[config.mk]
export PLATFORM = sky130hd
export DESIGN_NAME = maze_writer_avl_master_flat
export DESIGN_NICKNAME = d
export VERILOG_FILES = /design/src/rtl/maze_pkg.sv /design/src/rtl/maze_writer_avl_master_if.sv /design/src/rtl/maze_writer_avl_master.sv /design/src/flat_wrapper.sv
export SDC_FILE = /design/constraint.sdc
export NUM_CORES = 1
export LEC_CHECK = 0
export CAP_MARGIN = 30
export CORE_MARGIN = 10
export CORE_UTILIZATION = 45
export CTS_CLUSTER_SIZE = 16
export DETAILED_ROUTE_END_ITERATION = 7
export GPL_ROUTABILITY_DRIVEN = 0
export PLACE_DENSITY = 0.78
export SETUP_SLACK_MARGIN = 0.4
export SYNTH_ARGS = -nofsm -noshare
export SYNTH_HDL_FRONTEND = slang
export SYNTH_SLANG_ARGS = --single-unit
[constraint.sdc]
create_clock -name CLK -period 4.95 [get_ports CLK]
set_input_delay 0.99 -clock CLK [delete_from_list [all_inputs] [get_ports CLK]]
set_output_delay 0.99 -clock CLK [all_outputs]
set_load 0.1 [all_outputs]
[src/rtl/maze_pkg.sv]
// Shared constants and FSM state encoding for the maze loader.
// The ROM holds NUM_MAZES images of MAZE_WORDS words each, stored back-to-back.
package maze_pkg;

    localparam int MAZE_WORDS      = 600;
    localparam int MAZE_COLS_WORDS = 5;
    localparam int CELL_SHIFT      = 2;
    localparam int NUM_MAZES       = 4;
    localparam int MAZE_ROM_AW     = 12;
    localparam int MAZE_SEL_W      = 2;
    localparam int AVM_AW          = 10;
    localparam int AVM_DW          = 32;

    typedef enum logic [2:0] {
        IDLE,
        FETCH,
        WAIT,
        WRITE,
        DONE
    } mw_state_t;

endpackage

[src/rtl/maze_writer_avl_master_if.sv]
// Avalon-MM write-only link between the maze loader and the VGA/game
// interface register file.
interface maze_writer_avl_master_if;
    import maze_pkg::*;

    logic [AVM_AW-1:0] AVM_ADDR;
    logic              AVM_WRITE;
    logic              AVM_CS;
    logic [3:0]        AVM_BYTE_EN;
    logic [AVM_DW-1:0] AVM_WRITEDATA;
    logic              AVM_WAITREQUEST;

    modport master (
        output AVM_ADDR,
        output AVM_WRITE,
        output AVM_CS,
        output AVM_BYTE_EN,
        output AVM_WRITEDATA,
        input  AVM_WAITREQUEST
    );

    modport slave (
        input  AVM_ADDR,
        input  AVM_WRITE,
        input  AVM_CS,
        input  AVM_BYTE_EN,
        input  AVM_WRITEDATA,
        output AVM_WAITREQUEST
    );

endinterface

[src/rtl/maze_writer_avl_master.sv]
// Copies one maze image from the maze ROM into slave words 0..MAZE_WORDS-1,
// one write per word, then holds maze_ready until the next load is started.
module maze_writer_avl_master #(
    parameter int MAZE_WORDS = maze_pkg::MAZE_WORDS,
    parameter int NUM_MAZES  = maze_pkg::NUM_MAZES,
    parameter int ROM_AW     = maze_pkg::MAZE_ROM_AW,
    parameter int SEL_W      = maze_pkg::MAZE_SEL_W
) (
    input  logic                     CLK,
    input  logic                     RESET,
    input  logic                     start,
    input  logic [SEL_W-1:0]         maze_sel,
    output logic [ROM_AW-1:0]        rom_addr,
    input  logic [31:0]              rom_rddata,
    maze_writer_avl_master_if.master avm,
    output logic                     busy,
    output logic                     maze_ready
);
    import maze_pkg::*;

    localparam int unsigned MAX_SEL  = NUM_MAZES - 1;
    localparam logic [9:0]  LAST_IDX = 10'(MAZE_WORDS - 1);

    mw_state_t         state_reg;
    logic [9:0]        idx_reg;
    logic [ROM_AW-1:0] rom_addr_reg;
    logic [9:0]        avm_addr_reg;
    logic [31:0]       avm_wdata_reg;
    logic              avm_write_reg;
    logic              busy_reg;
    logic              ready_reg;

    logic [SEL_W-1:0]  sel_clamped;
    logic [ROM_AW-1:0] base_addr;
    logic              accept_start;

    // Out-of-range selections map onto the last stored maze.
    always_comb begin
        sel_clamped = maze_sel;
        if (32'(maze_sel) > MAX_SEL) begin
            sel_clamped = SEL_W'(MAX_SEL);
        end
        base_addr = ROM_AW'(32'(sel_clamped) * MAZE_WORDS);
    end

    assign accept_start = start && ((state_reg == IDLE) || (state_reg == DONE));

    always_ff @(posedge CLK) begin
        if (RESET) begin
            state_reg     <= IDLE;
            idx_reg       <= '0;
            rom_addr_reg  <= '0;
            avm_addr_reg  <= '0;
            avm_wdata_reg <= '0;
            avm_write_reg <= 1'b0;
            busy_reg      <= 1'b0;
            ready_reg     <= 1'b0;
        end else begin
            case (state_reg)
                IDLE, DONE: begin
                    if (accept_start) begin
                        idx_reg      <= '0;
                        rom_addr_reg <= base_addr;
                        busy_reg     <= 1'b1;
                        ready_reg    <= 1'b0;
                        state_reg    <= FETCH;
                    end
                end
                // ROM registers rom_addr at this edge; data is usable in WAIT.
                FETCH: begin
                    state_reg <= WAIT;
                end
                WAIT: begin
                    avm_wdata_reg <= rom_rddata;
                    avm_addr_reg  <= idx_reg;
                    avm_write_reg <= 1'b1;
                    state_reg     <= WRITE;
                end
                WRITE: begin
                    if (!avm.AVM_WAITREQUEST) begin
                        avm_write_reg <= 1'b0;
                        if (idx_reg == LAST_IDX) begin
                            busy_reg  <= 1'b0;
                            ready_reg <= 1'b1;
                            state_reg <= DONE;
                        end else begin
                            idx_reg      <= idx_reg + 10'd1;
                            rom_addr_reg <= rom_addr_reg + ROM_AW'(1);
                            state_reg    <= FETCH;
                        end
                    end
                end
                default: begin
                    state_reg     <= IDLE;
                    avm_write_reg <= 1'b0;
                    busy_reg      <= 1'b0;
                end
            endcase
        end
    end

    assign rom_addr          = rom_addr_reg;
    assign busy              = busy_reg;
    assign maze_ready        = ready_reg;
    assign avm.AVM_ADDR      = avm_addr_reg;
    assign avm.AVM_WRITE     = avm_write_reg;
    assign avm.AVM_CS        = avm_write_reg;
    assign avm.AVM_BYTE_EN   = 4'hF;
    assign avm.AVM_WRITEDATA = avm_wdata_reg;

endmodule

[src/flat_wrapper.sv]
// flat-port wrapper written by rule: the top's interface ports become plain ports
module maze_writer_avl_master_flat import maze_pkg::*;
#(
    parameter int MAZE_WORDS = maze_pkg::MAZE_WORDS,
    parameter int NUM_MAZES  = maze_pkg::NUM_MAZES,
    parameter int ROM_AW     = maze_pkg::MAZE_ROM_AW,
    parameter int SEL_W      = maze_pkg::MAZE_SEL_W
)
  (CLK, RESET, start, maze_sel, rom_addr, rom_rddata, busy, maze_ready, avm_AVM_ADDR, avm_AVM_WRITE, avm_AVM_CS, avm_AVM_BYTE_EN, avm_AVM_WRITEDATA, avm_AVM_WAITREQUEST);
  maze_writer_avl_master_if avm_i ();
  input  logic CLK;
  input  logic RESET;
  input  logic start;
  input  logic [SEL_W-1:0] maze_sel;
  output logic [ROM_AW-1:0] rom_addr;
  input  logic [31:0] rom_rddata;
  output logic busy;
  output logic maze_ready;
  output wire logic [$bits(avm_i.AVM_ADDR)-1:0] avm_AVM_ADDR;
  output wire logic [$bits(avm_i.AVM_WRITE)-1:0] avm_AVM_WRITE;
  output wire logic [$bits(avm_i.AVM_CS)-1:0] avm_AVM_CS;
  output wire logic [$bits(avm_i.AVM_BYTE_EN)-1:0] avm_AVM_BYTE_EN;
  output wire logic [$bits(avm_i.AVM_WRITEDATA)-1:0] avm_AVM_WRITEDATA;
  input wire logic [$bits(avm_i.AVM_WAITREQUEST)-1:0] avm_AVM_WAITREQUEST;
  assign avm_AVM_ADDR = avm_i.AVM_ADDR;
  assign avm_AVM_WRITE = avm_i.AVM_WRITE;
  assign avm_AVM_CS = avm_i.AVM_CS;
  assign avm_AVM_BYTE_EN = avm_i.AVM_BYTE_EN;
  assign avm_AVM_WRITEDATA = avm_i.AVM_WRITEDATA;
  assign avm_i.AVM_WAITREQUEST = avm_AVM_WAITREQUEST;
  maze_writer_avl_master #(.MAZE_WORDS(MAZE_WORDS), .NUM_MAZES(NUM_MAZES), .ROM_AW(ROM_AW), .SEL_W(SEL_W)) u_core (.CLK(CLK), .RESET(RESET), .start(start), .maze_sel(maze_sel), .rom_addr(rom_addr), .rom_rddata(rom_rddata), .avm(avm_i), .busy(busy), .maze_ready(maze_ready));
endmodule
Word-level counts from Yosys, hierarchy flattened. Index checks and enable logic that the tools add are counted. Widths: inputs -> output; s select.

Register bits after elaboration: 70. Output and inout port bits: 62. Logic and storage cells: 56.

Add/subtract/negate cells: 2. Multiply operators: 1. Equality and inequality tests: 9. Multiplexer cells: 22. Bitwise operators: 2. Reduce and logical (&&, ||, !) cells: 12.

Operator list (count): $mux 12 (3); $mux 10 (3); $pmux 12 s2 (1); $pmux 10 s2 (1); $add 12x1->12 const B (1); $pmux 3 s4 (1); $reduce_and 4->1 (3); $add 10x1->10 const B (1); $eq 10x10->1 const B (1); $mul 2x7->9 const B (1); $mux 3 (3); $mux 1 (7); $eq 3x2->1 const B (2); $pmux 1 s3 (2); $ne 2x1->1 const B (2); $ne 2x2->1 const B (2); $reduce_and 2->1 (2); $reduce_or 2->1 (2); $eq 3x1->1 const B (1); $eq 3x3->1 const B (1); $logic_not 3->1 (1); $reduce_or 3->1 (1); $not 1->1 (2); $pmux 1 s2 (1); other kinds (3) (3).

Longest topological paths before layout. Gate-level depths: netlist (run 1).

Word-level depth: 5. Depth in mapped cells: 7. Gate-level depth less buffers: 5.

Least setup slack after synthesis (run 1). OpenSTA, ideal clock, no wires.

Kind: flip-flop to output port. Start: register u_core.avm_write_reg, in the netlist u_core.avm.AVM_CS. End: output port avm_AVM_WRITE. Arrival: 1390 ps. Setup slack: 2570 ps. Cell stages (with the launch flop): 2. Cell sequence: dfxtp_1 buf_4.

RTL lines: from (decl) (RTL line maze_writer_avl_master.sv:29) `logic avm_write_reg;`; from (signal assigned) (RTL line maze_writer_avl_master.sv:55) `avm_write_reg <= 1'b0;`; from (signal assigned) (RTL line maze_writer_avl_master.sv:76) `avm_write_reg <= 1'b1;`; from (signal assigned) (RTL line maze_writer_avl_master.sv:81) `avm_write_reg <= 1'b0;`; to (decl) (RTL line flat_wrapper.sv:20) `output wire logic [$bits(avm_i.AVM_WRITE)-1:0] avm_AVM_WRITE;`.

No word-level cell between the ends.

Worst setup path after layout (run 1).
Start: input port avm_AVM_WAITREQUEST. End: register u_core.rom_addr_reg[6], in the netlist u_core.rom_addr[6].

Longest elaborated chain between the ends: 2.

Ends and longest elaborated chain: from (decl) (RTL line flat_wrapper.sv:24) `input wire logic [$bits(avm_i.AVM_WAITREQUEST)-1:0] avm_AVM_WAITREQUEST;`; $ne 2x2->1 (no source line); $reduce_and 4->1 (no source line); to (signal assigned) (RTL line maze_writer_avl_master.sv:63) `rom_addr_reg <= base_addr;`; to (signal assigned) (RTL line maze_writer_avl_master.sv:88) `rom_addr_reg <= rom_addr_reg + ROM_AW'(1);`; to (decl) (RTL line maze_writer_avl_master.sv:26) `logic [ROM_AW-1:0] rom_addr_reg;`.

Every way passes these cells. A chain may end at the register's enable or synchronous reset.

==> flow_metrics.env, run 1 <==
export IMPL_outcome="finished clean"
export IMPL_die_width_um=103
export IMPL_seq_power_share_pct=40.5
export IMPL_grt_start_max_net_pins=46
export IMPL_placementRows=30
export IMPL_criticalPathCategory="input pin to flop"
export IMPL_fill_cell_instance_count_of_the_final_layout=595
export IMPL_cell_int_power_uw=954
export IMPL_numPortBuffers=95
export IMPL_p_clk_share_pct=30.8
export IMPL_cpPeakStageDelay_ns=0.87
export IMPL_crit_start="avm_AVM_WAITREQUEST"
export IMPL_hold_viol=0
export IMPL_power_switching_share_pct=37.8
export IMPL_worstMarginPinSlew_ns=1.05
export IMPL_setup_viol=0
export IMPL_cts_inserted_buffers=9
export IMPL_floorplan_initialDensity_pct=46.2
export IMPL_r2r_cells=5
export IMPL_final_setup_tns_ns=0
export IMPL_netSwitchingPower_uw=580
export IMPL_layout_common_cells="99 x sky130_fd_sc_hd__nand2_1, 94 x sky130_fd_sc_hd__clkdlybuf4s50_1, 70 x sky130_fd_sc_hd__dfxtp_1"
export IMPL_final_period_utilization_pct=62.8
export IMPL_critPathCapture="u_core.rom_addr[6]"
export IMPL_yosysTopAreaCell="sky130_fd_sc_hd__dfxtp_1"
export IMPL_async_reset_ff_share_pct=0
export IMPL_hold_path_class="flop to flop"
export IMPL_largest_clock_skew_in_the_final_design_ns=0.00887
export IMPL_ys_ff_latch=70
export IMPL_top_cells_by_area_in_the_synthesized_netlist="sky130_fd_sc_hd__dfxtp_1 45%, sky130_fd_sc_hd__nand2_1 12%, sky130_fd_sc_hd__a21oi_1 8.6%"
export IMPL_synthDominantCellAreaShare_pct=44.7
export IMPL_design_die_area_um2=10700
export IMPL_layout_min_cycle_time_ns=3.11
export IMPL_hold_path_depth=2
export IMPL_ant_nets=0
export IMPL_number_of_flip_flops_under_the_largest_register_name=32
export IMPL_routed_wire_length_per_instance_um=15.9
export IMPL_route_detailed_drc=0
export IMPL_ctsRootBufferMaster="sky130_fd_sc_hd__clkbuf_8"
export IMPL_insertion_delay_ns=0.34
export IMPL_clock_tree_htree_level_count=3
export IMPL_grt_pass1_vias=2862
export IMPL_power_leakage_nw=1.44
export IMPL_slew_headroom_pct=29.8
export IMPL_nNetsFinal=520
export IMPL_hold_buf_count_cts=0
export IMPL_final_common_cell="sky130_fd_sc_hd__nand2_1"
export IMPL_power_frac_comb_pct=28.7
export IMPL_vias_per_cell=5.43
export IMPL_area_grow_syn2layout_pct=37.4
export IMPL_floorplan_die_height_um=103
export IMPL_number_of_diodes=0
export IMPL_clk_pin_slew_ns=0.08
export IMPL_cp_cell_sequence="clkdlybuf4s50_1, and4bb_1, nor2_1, nor2_1, o221a_2"
export IMPL_detail_route_wirelength_um=9180
export IMPL_fraction_of_layout_cells_with_a_size_suffix_above_1_pct=6.22
export IMPL_grt_first_pass_wirelength_um=14500
export IMPL_drt_iter0_markers=227
export IMPL_post_cts_resized=0
export IMPL_clock_path_buffers=2
export IMPL_multi_input_comb_area_um2=1570
export IMPL_cts_num_sinks=70
export IMPL_fmax_mhz=322
export IMPL_timing_critical_path_mode_cell="sky130_fd_sc_hd__nor2_1"
export IMPL_postCtsSetupBuffers=0
export IMPL_rrSetupSlack_ns=2.26
export IMPL_crit_reg2reg_launch="u_core.state_reg[1]"
export IMPL_power_density_nw_per_um2=356
export IMPL_post_dp_hpwl_um=6460
export IMPL_share_of_the_core_filled_with_cells_pct=63.4
export IMPL_critical_path_max_fanout=16
export IMPL_synthesis_area_per_instance_um2=7.94
export IMPL_cap_viol_max_count=0
export IMPL_detailroute_via_count=3136
export IMPL_drt_first_pass_iters=5
export IMPL_seqCellArea_um2=1400
export IMPL_io_pins=100
export IMPL_global_route_overflow_total=0
export IMPL_groute_usage_overall_pct=17.0
export IMPL_maximum_resistive_drop_on_vdd_v=0.000175
export IMPL_dominantRegCellSynth="sky130_fd_sc_hd__dfxtp_1"
export IMPL_synth_warnings=0
export IMPL_timing_final_max_slew_violations=0
export IMPL_synth_edff_count=0
export IMPL_synthCells=395
export IMPL_worstSetupStartpointType="input pin"
export IMPL_worst_ep_required_time_ns=5.18
export IMPL_worstPathArrival_ns=3.34
export IMPL_timing_critical_path_to_type="flop"
export IMPL_mappedNetlistArea_um2=3140
export IMPL_timing_critical_path_slowest_stage_cell="sky130_fd_sc_hd__nor2_1"
export IMPL_reg2reg_end="u_core.rom_addr[6]"
export IMPL_core_area_um2=6790
export IMPL_rsz0062_at_grt="false"
export IMPL_cts_tree="done"
export IMPL_seq_area_frac_synth_pct=44.7
export IMPL_synth_cell_types=54
export IMPL_antenna_found_initial=0
[final cells by class]
class | count | share of cell area [%]
tap | 96 | 2.79
multi-input combinational | 287 | 36.4
clock inverter | 6 | 1.60
clock buffer | 10 | 3.19
sequential | 70 | 32.5
timing repair buffer | 99 | 22.6
inverter | 10 | 0.871
[worst max-delay path: cells and delay by family]
family | cells | cell delay, ns
buf+inv | 1 | 0.54
compound gates | 1 | 0.32
simple gates | 3 | 1.49
[cells in the mapped netlist, drive strengths merged (3+ instances only)]
| cell | instances |
|---|---|
| nor2 | 15 |
| nor4 | 8 |
| buf | 13 |
| and4 | 4 |
| or3 | 3 |
| nand3 | 11 |
| o211ai | 4 |
| a211oi | 6 |
| o31ai | 5 |
| ha | 5 |
| inv | 10 |
| o31a | 3 |
| dfxtp | 70 |
| o21ai | 9 |
| nor3 | 8 |
| nand4 | 4 |
| a31oi | 6 |
| clkbuf | 18 |
| nand2 | 99 |
| a21oi | 54 |
[logic make-up after synthesis]
kind of cell	synth area share, %
AOI/OAI and AO/OA	19.7
xor gates and xnor gates	0.279
adders and majority gates	1.99
buffers and inverters	5.74
DFF	44.7
muxes	0.638
other	0.120
and+or+nand+nor	26.8
[per-stage QoR]
stage | worst slack [ns] | instance area (µm²) | cells | hold slack [ns] | power, mW
6_report | 1.84 | 4310 | 578 | 0.455 | 1.53
5_1_grt | 1.70 | 4310 | 578 | 0.476 | 1.60
4_1_cts | 1.92 | 4310 | 578 | 0.457 | 1.55
3_5_place_dp | 1.56 | 4100 | 562 | 0.446 | 1.07
3_3_place_gp | 1.58 | 4100 | 562 | 0.441 | 1.07
2_1_floorplan | 2.57 | 3150 | 398 | 0.462 | 0.962
[how the worst min path moves through the flow]
stage	start	end	slack (ns)
2_1_floorplan	u_core.idx_reg[9]	u_core.avm.AVM_ADDR[9]	0.46
3_3_place_gp	u_core.avm.AVM_WRITEDATA[19]	u_core.avm.AVM_WRITEDATA[19]	0.44
3_5_place_dp	u_core.avm.AVM_WRITEDATA[5]	u_core.avm.AVM_WRITEDATA[5]	0.45
4_1_cts	u_core.avm.AVM_WRITEDATA[5]	u_core.avm.AVM_WRITEDATA[5]	0.46
5_1_grt	u_core.avm.AVM_WRITEDATA[13]	u_core.avm.AVM_WRITEDATA[13]	0.48
6_report	u_core.avm.AVM_WRITEDATA[13]	u_core.avm.AVM_WRITEDATA[13]	0.45
[power by group through the flow]
stage / registers [mW] / logic, mW / clock network (mW)
2_1_floorplan: 0.827 / 0.136 / 0
3_3_place_gp: 0.632 / 0.439 / 0
3_5_place_dp: 0.634 / 0.441 / 0
4_1_cts: 0.621 / 0.443 / 0.482
5_1_grt: 0.626 / 0.462 / 0.510
6_report: 0.621 / 0.440 / 0.472
[routing by layer]
metal / global-route usage [%] / vias up / wire length [µm]
li1: - / 1548 / -
met1: 21.3 / 1472 / 3860
met2: 27.2 / 103 / 4550
met3: 4.05 / 13 / 618
met4: 7.17 / 0 / 152
met5: 0 / - / 0
Power figures use the tool's default switching activity.
==> run 2: changes to the inputs <==
Clock period 4.95 ns to 3 ns, I/O delays scaled along.
==> run 2 against run 1 <==
  * Clock power is 85% higher
  * Largest cell class unchanged
  * Global-route usage decreased by 0.41 points
  * Highest routed layer unchanged
  * Combinational power increased by 63%
  * Power increased by 70%
  * Via count rose by 0.73%
==> flow_metrics.env, run 2 (synthesized netlist as in run 1, its figures left out) <==
export IMPL_design_die_area_um2=10700
export IMPL_clock_tree_htree_level_count=3
export IMPL_worstMarginPinSlew_ns=0.706
export IMPL_worstPathBufferInverterCount=0
export IMPL_grt_first_pass_wirelength_um=14200
export IMPL_number_of_flip_flops_under_the_largest_register_name=32
export IMPL_postCtsSetupBuffers=0
export IMPL_floorplan_die_height_um=103
export IMPL_cts_inserted_buffers=9
export IMPL_outcome="finished clean"
export IMPL_hold_buf_count_cts=0
export IMPL_final_common_cell="sky130_fd_sc_hd__nand2_1"
export IMPL_global_route_overflow_total=0
export IMPL_insertion_delay_ns=0.35
export IMPL_final_period_utilization_pct=72.8
export IMPL_drt_first_pass_iters=4
export IMPL_die_width_um=103
export IMPL_hold_viol=0
export IMPL_maximum_resistive_drop_on_vdd_v=0.000290
export IMPL_drt_iter0_markers=174
export IMPL_clock_path_buffers=2
export IMPL_vias_per_cell=5.42
export IMPL_setup_viol=0
export IMPL_nNetsFinal=525
export IMPL_layout_common_cells="99 x sky130_fd_sc_hd__nand2_1, 70 x sky130_fd_sc_hd__dfxtp_1, 67 x sky130_fd_sc_hd__buf_4"
export IMPL_fraction_of_layout_cells_with_a_size_suffix_above_1_pct=19.1
export IMPL_timing_critical_path_to_type="flop"
export IMPL_critical_path_max_fanout=14
export IMPL_detail_route_wirelength_um=9160
export IMPL_cts_num_sinks=70
export IMPL_route_detailed_drc=0
export IMPL_worstSetupStartpointType="flop"
export IMPL_detailroute_via_count=3159
export IMPL_slew_headroom_pct=52.9
export IMPL_worst_ep_required_time_ns=3.24
export IMPL_numPortBuffers=95
export IMPL_worstPathArrival_ns=2.43
export IMPL_fill_cell_instance_count_of_the_final_layout=589
export IMPL_post_cts_resized=0
export IMPL_cap_viol_max_count=0
export IMPL_cpPeakStageDelay_ns=0.65
export IMPL_antenna_found_initial=0
export IMPL_io_pins=100
export IMPL_rrSetupSlack_ns=0.82
export IMPL_rsz0062_at_grt="false"
export IMPL_groute_usage_overall_pct=16.5
export IMPL_criticalPathCategory="flop to flop"
export IMPL_post_layout_total_power_mw=2.61
export IMPL_post_dp_hpwl_um=6540
export IMPL_timing_critical_path_slowest_stage_cell="sky130_fd_sc_hd__or3_1"
export IMPL_number_of_diodes=0
export IMPL_final_design_area_no_fill_um2=4230
export IMPL_hold_path_class="flop to flop"
export IMPL_floorplan_initialDensity_pct=46.2
export IMPL_fmax_mhz=458
export IMPL_layout_min_cycle_time_ns=2.18
export IMPL_timing_final_max_slew_violations=0
export IMPL_ant_nets=0
export IMPL_largest_clock_skew_in_the_final_design_ns=0.0102
export IMPL_area_grow_syn2layout_pct=34.7
export IMPL_power_density_nw_per_um2=619
export IMPL_ctsRootBufferMaster="sky130_fd_sc_hd__clkbuf_8"
export IMPL_routed_wire_length_per_instance_um=15.7
export IMPL_core_area_um2=6790
export IMPL_power_leakage_nw=1.59
export IMPL_grt_pass1_vias=2864
export IMPL_final_setup_tns_ns=0
export IMPL_cts_tree="done"
export IMPL_dpl_instance_area_um2=4000
export IMPL_path_delay_family="simple AND/OR/NAND/NOR gates"
export IMPL_cp_cell_sequence="ha_1, nand2_1, or3_1, and4_1, o31a_1"
export IMPL_placementRows=30
export IMPL_clk_pin_slew_ns=0.08
export IMPL_grt_start_max_net_pins=43
## run 2: cell count changes in the layout (fill, tap and decap cells not counted), sizes merged
cell / delta
buf: +63
clkdlybuf4s50: -58
bufinv: +1
clkinvlp: -1
## run 2: where the power goes
| part | switching (mW) | internal (mW) | leakage [nW] |
|---|---|---|---|
| Clock | 0.374 | 0.497 | 0.117 |
| Sequential | 0.0470 | 0.980 | 0.568 |
| Combinational | 0.546 | 0.171 | 0.908 |
| Total | 0.967 | 1.65 | 1.59 |
## run 2: worst reg2reg max path: cells and delay by family (launching register included)
kind | cells | cell delay [ns]
flops | 1 | 0.42
compound gates | 1 | 0.28
simple gates | 3 | 1.14
fa+ha+maj | 1 | 0.25
## run 2: through the flow
step	utilization (%)	instances	hold slack [ns]	worst slack, ns
2_1_floorplan	-	398	0.462	0.757
3_3_place_gp	58.8	567	0.443	0.565
3_5_place_dp	58.8	567	0.449	0.504
4_1_cts	62.2	583	0.459	0.852
5_1_grt	62.2	583	0.477	0.709
6_report	62.2	583	0.455	0.815
## run 2: final cells by class
class	instances	area, µm²	share of cell area (%)
Tap cell	96	120	2.84
Clock inverter	6	91.3	2.16
Clock buffer	10	138	3.26
Inverter	10	37.5	0.888
Sequential cell	70	1400	33.2
Timing Repair Buffer	104	868	20.6
Multi-Input combinational cell	287	1570	37.1
## run 2: metal layers
layer / wire length, µm / vias to the layer above / GRT usage (%)
li1: - / 1565 / -
met1: 3780 / 1457 / 19.9
met2: 4430 / 118 / 27.2
met3: 733 / 19 / 4.39
met4: 224 / 0 / 7.06
met5: 0 / - / 0
## run 2: path summary, 6_finish.rpt
check | cells after the start | to | start
hold / removal | 2 | u_core.avm.AVM_WRITEDATA[19] | u_core.avm.AVM_WRITEDATA[19]
hold reg to reg | 2 | u_core.avm.AVM_WRITEDATA[19] | u_core.avm.AVM_WRITEDATA[19]
setup reg to reg | 5 | u_core.idx_reg[8] | u_core.idx_reg[0]
setup / recovery | 5 | u_core.idx_reg[8] | u_core.idx_reg[0]
==> run 3: changes to the inputs <==
Clock period 3 ns to 2.1 ns, I/O delays scaled along.
==> run 3 against run 2 <==
  * Power grew 37%
  * Clock skew hardly changed
  * Die area unchanged
  * Hold slack improved by 0.0016 ns
  * Critical path depth down 1
  * Combinational power up 52%
  * Register-to-register slack worse by 0.45 ns
  * Design area grew 6.1%
  * Setup slack got worse by 0.46 ns
  * Core utilization is 3.8 points higher
  * Non-clock buffer count up 16
  * Count of clock-buffer cells in the layout stayed put
  * Largest cell class unchanged
  * Highest routed layer unchanged
==> flow_metrics.env, run 3 (synthesized netlist as in run 1, its figures left out) <==
export IMPL_clk_pin_slew_ns=0.08
export IMPL_placementRows=30
export IMPL_core_area_um2=6790
export IMPL_timing_final_max_slew_violations=0
export IMPL_largest_clock_skew_in_the_final_design_ns=0.0102
export IMPL_layout_min_cycle_time_ns=1.74
export IMPL_hp_start="u_core.avm.AVM_WRITEDATA[20]"
export IMPL_route_detailed_drc=0
export IMPL_drt_iter0_markers=257
export IMPL_grt_start_max_net_pins=47
export IMPL_numPortBuffers=95
export IMPL_crit_reg2reg_launch="u_core.idx_reg[4]"
export IMPL_reg2reg_end="u_core.idx_reg[2]"
export IMPL_rsz0062_at_grt="true"
export IMPL_final_period_utilization_pct=82.9
export IMPL_power_density_nw_per_um2=798
export IMPL_number_of_diodes=0
export IMPL_ant_nets=0
export IMPL_grt_pass1_vias=3002
export IMPL_criticalPathCategory="input pin to flop"
export IMPL_hold_path_class="flop to flop"
export IMPL_cap_viol_max_count=0
export IMPL_holdPathEnd="u_core.avm.AVM_WRITEDATA[20]"
export IMPL_r2r_cells=4
export IMPL_vias_per_cell=5.44
export IMPL_fmax_mhz=574
export IMPL_design_die_area_um2=10700
export IMPL_io_pins=100
export IMPL_floorplan_initialDensity_pct=46.2
export IMPL_global_route_overflow_total=0
export IMPL_hold_buf_count_cts=0
export IMPL_maximum_resistive_drop_on_vdd_v=0.000408
export IMPL_detailroute_via_count=3261
export IMPL_number_of_flip_flops_under_the_largest_register_name=32
export IMPL_cts_tree="done"
export IMPL_clock_path_buffers=2
export IMPL_nNetsFinal=542
export IMPL_worstSetupStartpointType="input pin"
export IMPL_worstPathArrival_ns=2.01
export IMPL_post_layout_total_power_mw=3.58
export IMPL_setup_viol=0
export IMPL_groute_usage_overall_pct=17.2
export IMPL_fraction_of_layout_cells_with_a_size_suffix_above_1_pct=28.8
export IMPL_detail_route_wirelength_um=9730
export IMPL_post_dp_hpwl_um=6510
export IMPL_final_common_cell="sky130_fd_sc_hd__nand2_1"
export IMPL_layout_common_cells="97 x sky130_fd_sc_hd__nand2_1, 81 x sky130_fd_sc_hd__buf_4, 53 x sky130_fd_sc_hd__a21oi_1"
export IMPL_routed_wire_length_per_instance_um=16.2
export IMPL_hold_viol=0
export IMPL_rrSetupSlack_ns=0.37
export IMPL_clock_tree_htree_level_count=3
export IMPL_insertion_delay_ns=0.34
export IMPL_timing_critical_path_to_type="flop"
export IMPL_hold_path_depth=2
export IMPL_grt_first_pass_wirelength_um=14800
export IMPL_outcome="finished clean"
export IMPL_area_grow_syn2layout_pct=42.9
export IMPL_worst_ep_required_time_ns=2.36
export IMPL_cts_inserted_buffers=9
export IMPL_power_leakage_nw=1.70
export IMPL_floorplan_die_height_um=103
export IMPL_critical_path_max_fanout=6
export IMPL_drt_first_pass_iters=5
export IMPL_cts_num_sinks=70
export IMPL_die_width_um=103
export IMPL_ctsRootBufferMaster="sky130_fd_sc_hd__clkbuf_8"
export IMPL_share_of_the_core_filled_with_cells_pct=66.0
export IMPL_antenna_found_initial=0
## run 3: cell count changes in the layout (fill, tap and decap cells not counted), sizes merged
cell	delta
clkdlybuf4s50	-1
clkinvlp	+2
buf	+16
clkinv	+1
or2	+1
bufinv	-2
dlymetal6s2s	+1
inv	-2
## run 3: metal layers
metal  wire (µm)  track usage [%]  vias to the layer above
met4         175             7.17                        0
met3         682             3.99                       13
met2        4750             28.4                      132
met5           0                0                        -
met1        4120             21.0                     1521
li1            -                -                     1595
## run 3: metrics by stage
| step | TNS (ns) | area (µm²) | hold slack, ns | instances | worst slack, ns |
|---|---|---|---|---|---|
| after floorplan | 0 | 3200 | 0.450 | 398 | 0.342 |
| after global placement | -0.0358 | 4110 | 0.443 | 574 | -0.0326 |
| after detailed placement | -0.116 | 4110 | 0.448 | 574 | -0.0594 |
| after CTS | 0 | 4370 | 0.459 | 596 | 0.344 |
| after global routing | 0 | 4480 | 0.476 | 599 | 0.319 |
| final | 0 | 4480 | 0.456 | 599 | 0.358 |
## run 3: layout make-up
class	count	area [µm²]
Tap cell	96	120
Sequential cell	70	1440
Multi-Input combinational cell	288	1700
Inverter	10	37.5
Fill cell	574	2310
Clock buffer	10	149
Clock inverter	5	33.8
Timing Repair Buffer	120	1010
## run 3: power by group
| part | leakage (nW) | switching [mW] | internal [mW] |
|---|---|---|---|
| Clock | 0.0893 | 0.526 | 0.492 |
| Combinational | 1.03 | 0.810 | 0.284 |
| Sequential | 0.578 | 0.0644 | 1.40 |
## run 3: what timing repair did
action,in CTS,in global routing
endpoints found under the setup margin,18,22
gates cloned,0,1
resized for setup,10,19
pin swaps,8,9
buffers inserted,7,2
## run 3: critical path, stage by stage
cell and delay, ns:
sky130_fd_sc_hd__clkdlybuf4s50_1 0.43, sky130_fd_sc_hd__and4bb_4 0.37, sky130_fd_sc_hd__or4b_2 0.61, sky130_fd_sc_hd__a31oi_1 0.18
## run 3: how the worst max path moves through the flow
stage,endpoint,slack (ns),startpoint
3_5_place_dp,u_core.rom_addr[9],-0.06,start
2_1_floorplan,u_core.rom_addr[9],0.34,u_core.rom_addr[4]
3_3_place_gp,u_core.idx_reg[5],-0.03,avm_AVM_WAITREQUEST
5_1_grt,u_core.idx_reg[2],0.32,u_core.idx_reg[4]
6_report,u_core.rom_addr[5],0.36,avm_AVM_WAITREQUEST
4_1_cts,u_core.idx_reg[2],0.34,u_core.idx_reg[4]
